### config.mk
export PLATFORM = sky130hd
export DESIGN_NAME = matvec_seq_ctrl
export DESIGN_NICKNAME = d
export VERILOG_FILES = /design/src/rtl/matvec_pkg.sv /design/src/rtl/matvec_idx_cnt.sv /design/src/rtl/matvec_seq_ctrl.sv
export SDC_FILE = /design/constraint.sdc
export NUM_CORES = 1
export LEC_CHECK = 0
export CAP_MARGIN = 30
export CORE_ASPECT_RATIO = 1.75
export CORE_MARGIN = 4
export CORE_UTILIZATION = 40
export CTS_BUF_LIST = sky130_fd_sc_hd__clkbuf_4 sky130_fd_sc_hd__clkbuf_8
export CTS_CLUSTER_SIZE = 14
export DETAILED_ROUTE_END_ITERATION = 10
export GPL_ROUTABILITY_DRIVEN = 0
export RECOVER_POWER = 100
export REMOVE_ABC_BUFFERS = 1
export SLEW_MARGIN = 20
export SYNTH_ARGS = -nofsm -noshare
export SYNTH_HDL_FRONTEND = slang
export SYNTH_SLANG_ARGS = --single-unit
export TNS_END_PERCENT = 30
### constraint.sdc
create_clock -name ACLK -period 3.4 [get_ports ACLK]
set_clock_uncertainty 0.1 [all_clocks]
set_input_delay 0.68 -clock ACLK [delete_from_list [all_inputs] [get_ports ACLK]]
set_output_delay 0.68 -clock ACLK [all_outputs]
set_load 0.05 [all_outputs]
### src/rtl/matvec_pkg.sv
// Shared sizes and state encoding for the matrix-vector coprocessor sequencer.
// A is 64x8, B is 8x1 and RES is 64x1, all with 8-bit words.
package matvec_pkg;
  localparam int A_DEPTH_BITS   = 9;
  localparam int B_DEPTH_BITS   = 3;
  localparam int RES_DEPTH_BITS = 6;
  localparam int A_WORDS        = 1 << A_DEPTH_BITS;
  localparam int B_WORDS        = 1 << B_DEPTH_BITS;
  localparam int RES_WORDS      = 1 << RES_DEPTH_BITS;

  typedef enum logic [2:0] {
    ST_IDLE     = 3'd0,
    ST_RX_A     = 3'd1,
    ST_RX_B     = 3'd2,
    ST_COMP     = 3'd3,
    ST_TX_PRIME = 3'd4,
    ST_TX       = 3'd5
  } state_t;
endpackage

### src/rtl/matvec_idx_cnt.sv
// Row-major {row,col} index counter with column and full-range wrap flags.
// Shared by the A-matrix fill and the COMP issue sequence.
module matvec_idx_cnt #(
  parameter int ROW_BITS = 6,
  parameter int COL_BITS = 3
) (
  input  logic                         i_clk,
  input  logic                         i_rst_n,
  input  logic                         i_clr,
  input  logic                         i_inc,
  output logic [ROW_BITS+COL_BITS-1:0] o_idx,
  output logic [ROW_BITS-1:0]          o_row,
  output logic [COL_BITS-1:0]          o_col,
  output logic                         o_col_last,
  output logic                         o_idx_last
);
  logic [ROW_BITS-1:0] r_row;
  logic [COL_BITS-1:0] r_col;

  assign o_row      = r_row;
  assign o_col      = r_col;
  assign o_idx      = {r_row, r_col};
  assign o_col_last = &r_col;
  assign o_idx_last = (&r_col) & (&r_row);

  always_ff @(posedge i_clk or negedge i_rst_n) begin
    if (!i_rst_n) begin
      r_row <= '0;
      r_col <= '0;
    end else if (i_clr) begin
      r_row <= '0;
      r_col <= '0;
    end else if (i_inc) begin
      r_col <= r_col + 1'b1;
      if (o_col_last) r_row <= r_row + 1'b1;
    end
  end
endmodule

### src/rtl/matvec_seq_ctrl.sv
// Control sequencer for the AXIS matrix-vector coprocessor: receives A then B,
// runs the MAC sweep over the external RAMs, then streams RES out.
module matvec_seq_ctrl
  import matvec_pkg::*;
(
  input  logic                      ACLK,
  input  logic                      ARESETN,
  input  logic                      S_AXIS_TVALID,
  input  logic                      S_AXIS_TLAST,
  output logic                      S_AXIS_TREADY,
  input  logic                      M_AXIS_TREADY,
  output logic                      M_AXIS_TVALID,
  output logic                      M_AXIS_TLAST,
  output logic [A_DEPTH_BITS-1:0]   a_addr,
  output logic                      a_wen,
  output logic [B_DEPTH_BITS-1:0]   b_addr,
  output logic                      b_wen,
  output logic [RES_DEPTH_BITS-1:0] res_addr,
  output logic                      res_wen,
  output logic                      res_ren,
  output logic                      mac_en,
  output logic                      mac_first,
  output logic                      frame_done,
  output logic [2:0]                o_dbg_state
);
  // Valid/ready: a beat transfers on a rising edge where both valid and ready
  // are 1; the master holds valid and its data steady until that edge.
  state_t                    r_state, w_state_nxt;
  logic                      w_leave, w_issue, w_beat_out;
  logic [A_DEPTH_BITS-1:0]   w_idx;
  logic [RES_DEPTH_BITS-1:0] w_row;
  logic [B_DEPTH_BITS-1:0]   w_col;
  logic                      w_col_last, w_idx_last;
  logic [B_DEPTH_BITS-1:0]   r_b_cnt;
  logic [RES_DEPTH_BITS-1:0] r_tx_cnt;
  logic                      r_issue_done;
  logic                      r_p1_valid, r_p1_first, r_p1_wr, r_p2_wr;
  logic [RES_DEPTH_BITS-1:0] r_p1_row, r_p2_row;
  logic                      w_unused_tlast;

  // Framing is purely count-based, so TLAST on the input is not consumed.
  assign w_unused_tlast = S_AXIS_TLAST;
  assign o_dbg_state    = r_state;
  assign w_leave        = (w_state_nxt != r_state);
  assign w_issue        = (r_state == ST_COMP) & ~r_issue_done;
  assign w_beat_out     = M_AXIS_TVALID & M_AXIS_TREADY;

  matvec_idx_cnt #(
    .ROW_BITS (RES_DEPTH_BITS),
    .COL_BITS (B_DEPTH_BITS)
  ) u_idx (
    .i_clk      (ACLK),
    .i_rst_n    (ARESETN),
    .i_clr      (w_leave),
    .i_inc      (a_wen | w_issue),
    .o_idx      (w_idx),
    .o_row      (w_row),
    .o_col      (w_col),
    .o_col_last (w_col_last),
    .o_idx_last (w_idx_last)
  );

  always_comb begin
    w_state_nxt   = r_state;
    S_AXIS_TREADY = 1'b0;
    M_AXIS_TVALID = 1'b0;
    M_AXIS_TLAST  = 1'b0;
    a_addr        = '0;
    a_wen         = 1'b0;
    b_addr        = '0;
    b_wen         = 1'b0;
    res_addr      = '0;
    res_wen       = 1'b0;
    res_ren       = 1'b0;
    mac_en        = 1'b0;
    mac_first     = 1'b0;
    frame_done    = 1'b0;
    case (r_state)
      ST_IDLE: w_state_nxt = ST_RX_A;
      ST_RX_A: begin
        S_AXIS_TREADY = 1'b1;
        a_addr        = w_idx;
        a_wen         = S_AXIS_TVALID;
        if (S_AXIS_TVALID && w_idx_last) w_state_nxt = ST_RX_B;
      end
      ST_RX_B: begin
        S_AXIS_TREADY = 1'b1;
        b_addr        = r_b_cnt;
        b_wen         = S_AXIS_TVALID;
        if (S_AXIS_TVALID && (&r_b_cnt)) w_state_nxt = ST_COMP;
      end
      ST_COMP: begin
        a_addr    = w_idx;
        b_addr    = w_col;
        mac_en    = r_p1_valid;
        mac_first = r_p1_valid & r_p1_first;
        res_wen   = r_p2_wr;
        res_addr  = r_p2_row;
        // The last row write drains the pipeline two cycles after the last issue.
        if (r_p2_wr && (&r_p2_row)) w_state_nxt = ST_TX_PRIME;
      end
      ST_TX_PRIME: begin
        res_ren     = 1'b1;
        w_state_nxt = ST_TX;
      end
      ST_TX: begin
        M_AXIS_TVALID = 1'b1;
        M_AXIS_TLAST  = &r_tx_cnt;
        res_addr      = r_tx_cnt;
        if (M_AXIS_TREADY) begin
          res_ren  = 1'b1;
          res_addr = r_tx_cnt + 1'b1;
          if (&r_tx_cnt) begin
            frame_done  = 1'b1;
            w_state_nxt = ST_RX_A;
          end
        end
      end
      default: w_state_nxt = ST_IDLE;
    endcase
  end

  always_ff @(posedge ACLK or negedge ARESETN) begin
    if (!ARESETN) begin
      r_state      <= ST_IDLE;
      r_b_cnt      <= '0;
      r_tx_cnt     <= '0;
      r_issue_done <= 1'b0;
      r_p1_valid   <= 1'b0;
      r_p1_first   <= 1'b0;
      r_p1_wr      <= 1'b0;
      r_p1_row     <= '0;
      r_p2_wr      <= 1'b0;
      r_p2_row     <= '0;
    end else begin
      r_state <= w_state_nxt;
      if (w_leave)     r_b_cnt <= '0;
      else if (b_wen)  r_b_cnt <= r_b_cnt + 1'b1;
      if (w_leave)         r_tx_cnt <= '0;
      else if (w_beat_out) r_tx_cnt <= r_tx_cnt + 1'b1;
      if (w_leave)                     r_issue_done <= 1'b0;
      else if (w_issue && w_idx_last)  r_issue_done <= 1'b1;
      r_p1_valid <= w_issue;
      r_p1_first <= (w_col == '0);
      r_p1_wr    <= w_issue & w_col_last;
      r_p1_row   <= w_row;
      r_p2_wr    <= r_p1_wr;
      r_p2_row   <= r_p1_row;
    end
  end
endmodule
==> out/metrics.yaml, run 1 <==
timing:
  period_share_pct: 89.5
  slew-limit-headroom_pct: -33.4
  max_freq_mhz: 329
  finalSetupTns_ns: 0
  slew_violations: 39
  min_period_ns: 3.04
  finalSetupViolCount: 0
  rsz0062_at_grt: "false"
  tightest_slew_ns: 2.00
  final_hold_viol_count: 0
run_status:
  status: "complete, but fails checks"
  violations: "max-capacitance violations, max-slew violations"
power_and_ir_drop:
  power.leakage_nw: 1.15
  vdd_drop_max_v: 0.000682
  p_total_mw: 1.44
  power.density_nw_per_um2: 569
clocking:
  htreeDepth: 2
  cts_resized: 0
  hold_buffers: 0
  cts_tree: "yes"
  cts_made_buffers: 5
  clk-insertion-delay-late_ns: 0.30
  clockBufferDepth: 2
  cts.sink_count: 38
  path_clk_slew_ns: 0.08
  cts_root_buffer: "clkbuf_8"
  cts_setup_buffers: 0
floorplan:
  ios: 36
  die_w_um: 61.9
  initial_core_util_pct: 41.2
  fp.coreArea_um2: 4930
  rows: 34
  die_area_um2: 6340
  die_h_um: 102
global_routing:
  grt_max_degree: 39
  grt_pass1_wl_mm: 7.87
  track_usage_pct: 17.4
  grt_pass1_vias: 1612
  globalRouteOverflowTotal: 0
  antenna_found_initial: 0
critical_path:
  rr_startpoint: "u_idx.o_col[0]$_DFFE_PN0P_"
  required_ns: 2.62
  start_kind: "input port"
  endpoint_kind: "primary output"
  ff2ff_setup_slack_ns: 0.77
  crit_type: "in -> out"
  reg2reg_to: "u_idx.o_row[4]$_DFFE_PN0P_"
  crit_path_max_fanout: 7
  cp.arrival_ns: 2.26
  ff2ff_path_depth: 6
drt:
  routed_wirelength_mm: 4.69
  drt_iter0_markers: 25
  ant_nets: 0
  drc_errors: 0
  drt-wirelength-per-cell_um: 16.1
  avgViaCountPerCell: 5.33
  route.vias.total: 1552
  dr.pass1.iters: 4
yosys:
  synthArstFlopShare_pct: 100
  synth_seq_area_share_pct: 46.7
  synthCells: 198
  yosysWarnings: 0
  synth_area_um2: 2030
  synth_top_flop_cell: "dfrtp_1"
  synth-edff-count: 0
  syn_avg_cell_area_um2: 10.3
  ys_seq_elements: 38
  synth.distinct_cells: 44
finish:
  nNetsFinal: 248
  antenna_cells: 0
  utilization_pct: 51.3
  n_fill_cell: 472
  drive_above_1_share_pct: 11.4
  syn2layout_area_growth_pct: 24.4
placement:
  place_hpwl_mm: 3.52
  port_buffers: 34
hold_path:
  holdPathEnd: "r_p2_row[2]$_DFF_PN0_"
  min_from: "r_p1_row[2]$_DFF_PN0_"
  hp-class: "reg -> reg"
  min_delay_path_depth: 0
job:
  drv_cap: 1
cells in the mapped netlist (2+ instances only):
cell type | number | share of area, %
clkbuf_1 | 2 | 0.37
o21ai_0 | 6 | 1.5
nand2b_1 | 4 | 1.2
a21oi_1 | 5 | 1.2
a211oi_1 | 3 | 1.1
nand2_1 | 15 | 2.8
o22ai_1 | 2 | 0.61
buf_4 | 2 | 0.74
dfrtp_1 | 38 | 47
nor3_1 | 18 | 4.4
nor3_2 | 2 | 0.98
xor2_1 | 7 | 3.0
nand3_1 | 7 | 1.7
ha_1 | 7 | 4.3
nor2b_1 | 2 | 0.61
and3_1 | 5 | 1.5
and2_1 | 9 | 2.8
xnor2_1 | 11 | 4.7
nand4_1 | 3 | 0.92
nor2_1 | 13 | 2.4
inv_1 | 5 | 0.92
mux2i_1 | 10 | 4.9
sequential cells by signal (all words and copies together) (netlist names):
name and count:
u_idx.o_col 3, r_p1_valid 1, r_p1_row 6, r_issue_done 1, r_b_cnt 3, r_p2_row 6, r_p1_first 1, r_p2_wr 1
r_tx_cnt 6, u_idx.o_row 6, r_p1_wr 1, o_dbg_state 3
kinds of logic (layout without fill, tap and decap cells):
| group | count (synthesis) | after routing | share of synthesized area, % |
|---|---|---|---|
| simple gates | 91 | 91 | 25.5 |
| xor+xnor | 18 | 18 | 7.75 |
| flops | 38 | 38 | 46.7 |
| fa+ha+maj | 7 | 7 | 4.30 |
| buf+inv | 14 | 53 | 4.24 |
| mux | 10 | 10 | 4.92 |
| compound gates | 20 | 20 | 6.58 |
final cells by class:
cell class	count	area [um^2]	area share (%)
Clock inverter	3	68.8	2.72
Inverter	5	18.8	0.742
Timing Repair Buffer	40	380	15.0
Clock buffer	5	68.8	2.72
Tap cell	54	67.6	2.67
Sequential cell	38	951	37.6
Multi-Input combinational cell	146	975	38.5
worst max path at each step:
stage               slack, ns            to                startpoint  cells past startpoint
global route             0.12   res_addr[2]  o_dbg_state[0]$_DFF_PN0_                      6
global placement         0.50   res_addr[5]             M_AXIS_TREADY                      5
floorplan                0.18   res_addr[0]  o_dbg_state[0]$_DFF_PN0_                      2
finish                   0.36       res_ren             M_AXIS_TREADY                      5
CTS                      0.38  M_AXIS_TLAST  o_dbg_state[2]$_DFF_PN0_                      3
detailed placement       0.48   res_addr[5]             M_AXIS_TREADY                      5
worst max-delay path, stage by stage:
cell and delay [ns]:
dlygate4sd3_1 0.72, clkbuf_1 0.20, inv_1 0.05, a21oi_1 0.13
clkbuf_1 0.48
cell usage in the layout (no fill, tap or decap), types with 6 or more instances in the layout:
master	netlist	final
dfrtp_1	38	38
nor3_1	18	20
nand2_1	15	15
clkbuf_1	2	14
nor2_1	13	13
dlygate4sd3_1	0	12
xnor2_1	11	11
mux2i_1	10	10
buf_12	0	8
nand3_1	7	7
xor2_1	7	7
and2_1	9	7
ha_1	7	7
o21ai_0	6	6
layer usage:
| layer | routed length (um) | global-route usage [%] |
|---|---|---|
| met3 | 145 | 3.16 |
| met4 | 104 | 7.68 |
| met2 | 2710 | 32.3 |
| met1 | 1740 | 18.0 |
| met5 | 0 | 0 |
stage by stage:
stage | hold slack [ns] | setup slack, ns | std cells | instance area, um^2
final | 0.251 | 0.357 | 291 | 2530
after global routing | 0.259 | 0.117 | 291 | 2530
after CTS | 0.254 | 0.380 | 291 | 2600
after detailed placement | 0.236 | 0.477 | 283 | 2460
after global placement | 0.232 | 0.504 | 283 | 2460
after floorplan | 0.231 | 0.177 | 189 | 1970
power by group:
group          internal (mW)  leakage [nW]  switching [mW]
registers              0.533         0.505          0.0754
clock network          0.294        0.0683           0.168
logic                  0.124         0.575           0.245
Power figures use the tool's default switching activity.
==> run 2, diff against run 1 <==
--- a/config.mk
+++ b/config.mk
@@ -10,6 +10,7 @@
 export CORE_MARGIN = 4
 export CORE_UTILIZATION = 40
 export CTS_BUF_LIST = sky130_fd_sc_hd__clkbuf_4 sky130_fd_sc_hd__clkbuf_8
+export CTS_CLUSTER_DIAMETER = 100
 export CTS_CLUSTER_SIZE = 14
 export DETAILED_ROUTE_END_ITERATION = 10
 export GPL_ROUTABILITY_DRIVEN = 0
==> results of run 2 <==
The final DEF is identical to that of run 1; final timing and power are the same.
==> run 3, diff against run 2 <==
--- a/config.mk
+++ b/config.mk
@@ -14,9 +14,9 @@
 export CTS_CLUSTER_SIZE = 14
 export DETAILED_ROUTE_END_ITERATION = 10
 export GPL_ROUTABILITY_DRIVEN = 0
+export GPL_TIMING_DRIVEN = 1
 export RECOVER_POWER = 100
 export REMOVE_ABC_BUFFERS = 1
-export SLEW_MARGIN = 20
 export SYNTH_ARGS = -nofsm -noshare
 export SYNTH_HDL_FRONTEND = slang
 export SYNTH_SLANG_ARGS = --single-unit
==> results of run 3 <==
The final DEF is identical to that of run 1; final timing and power are the same.
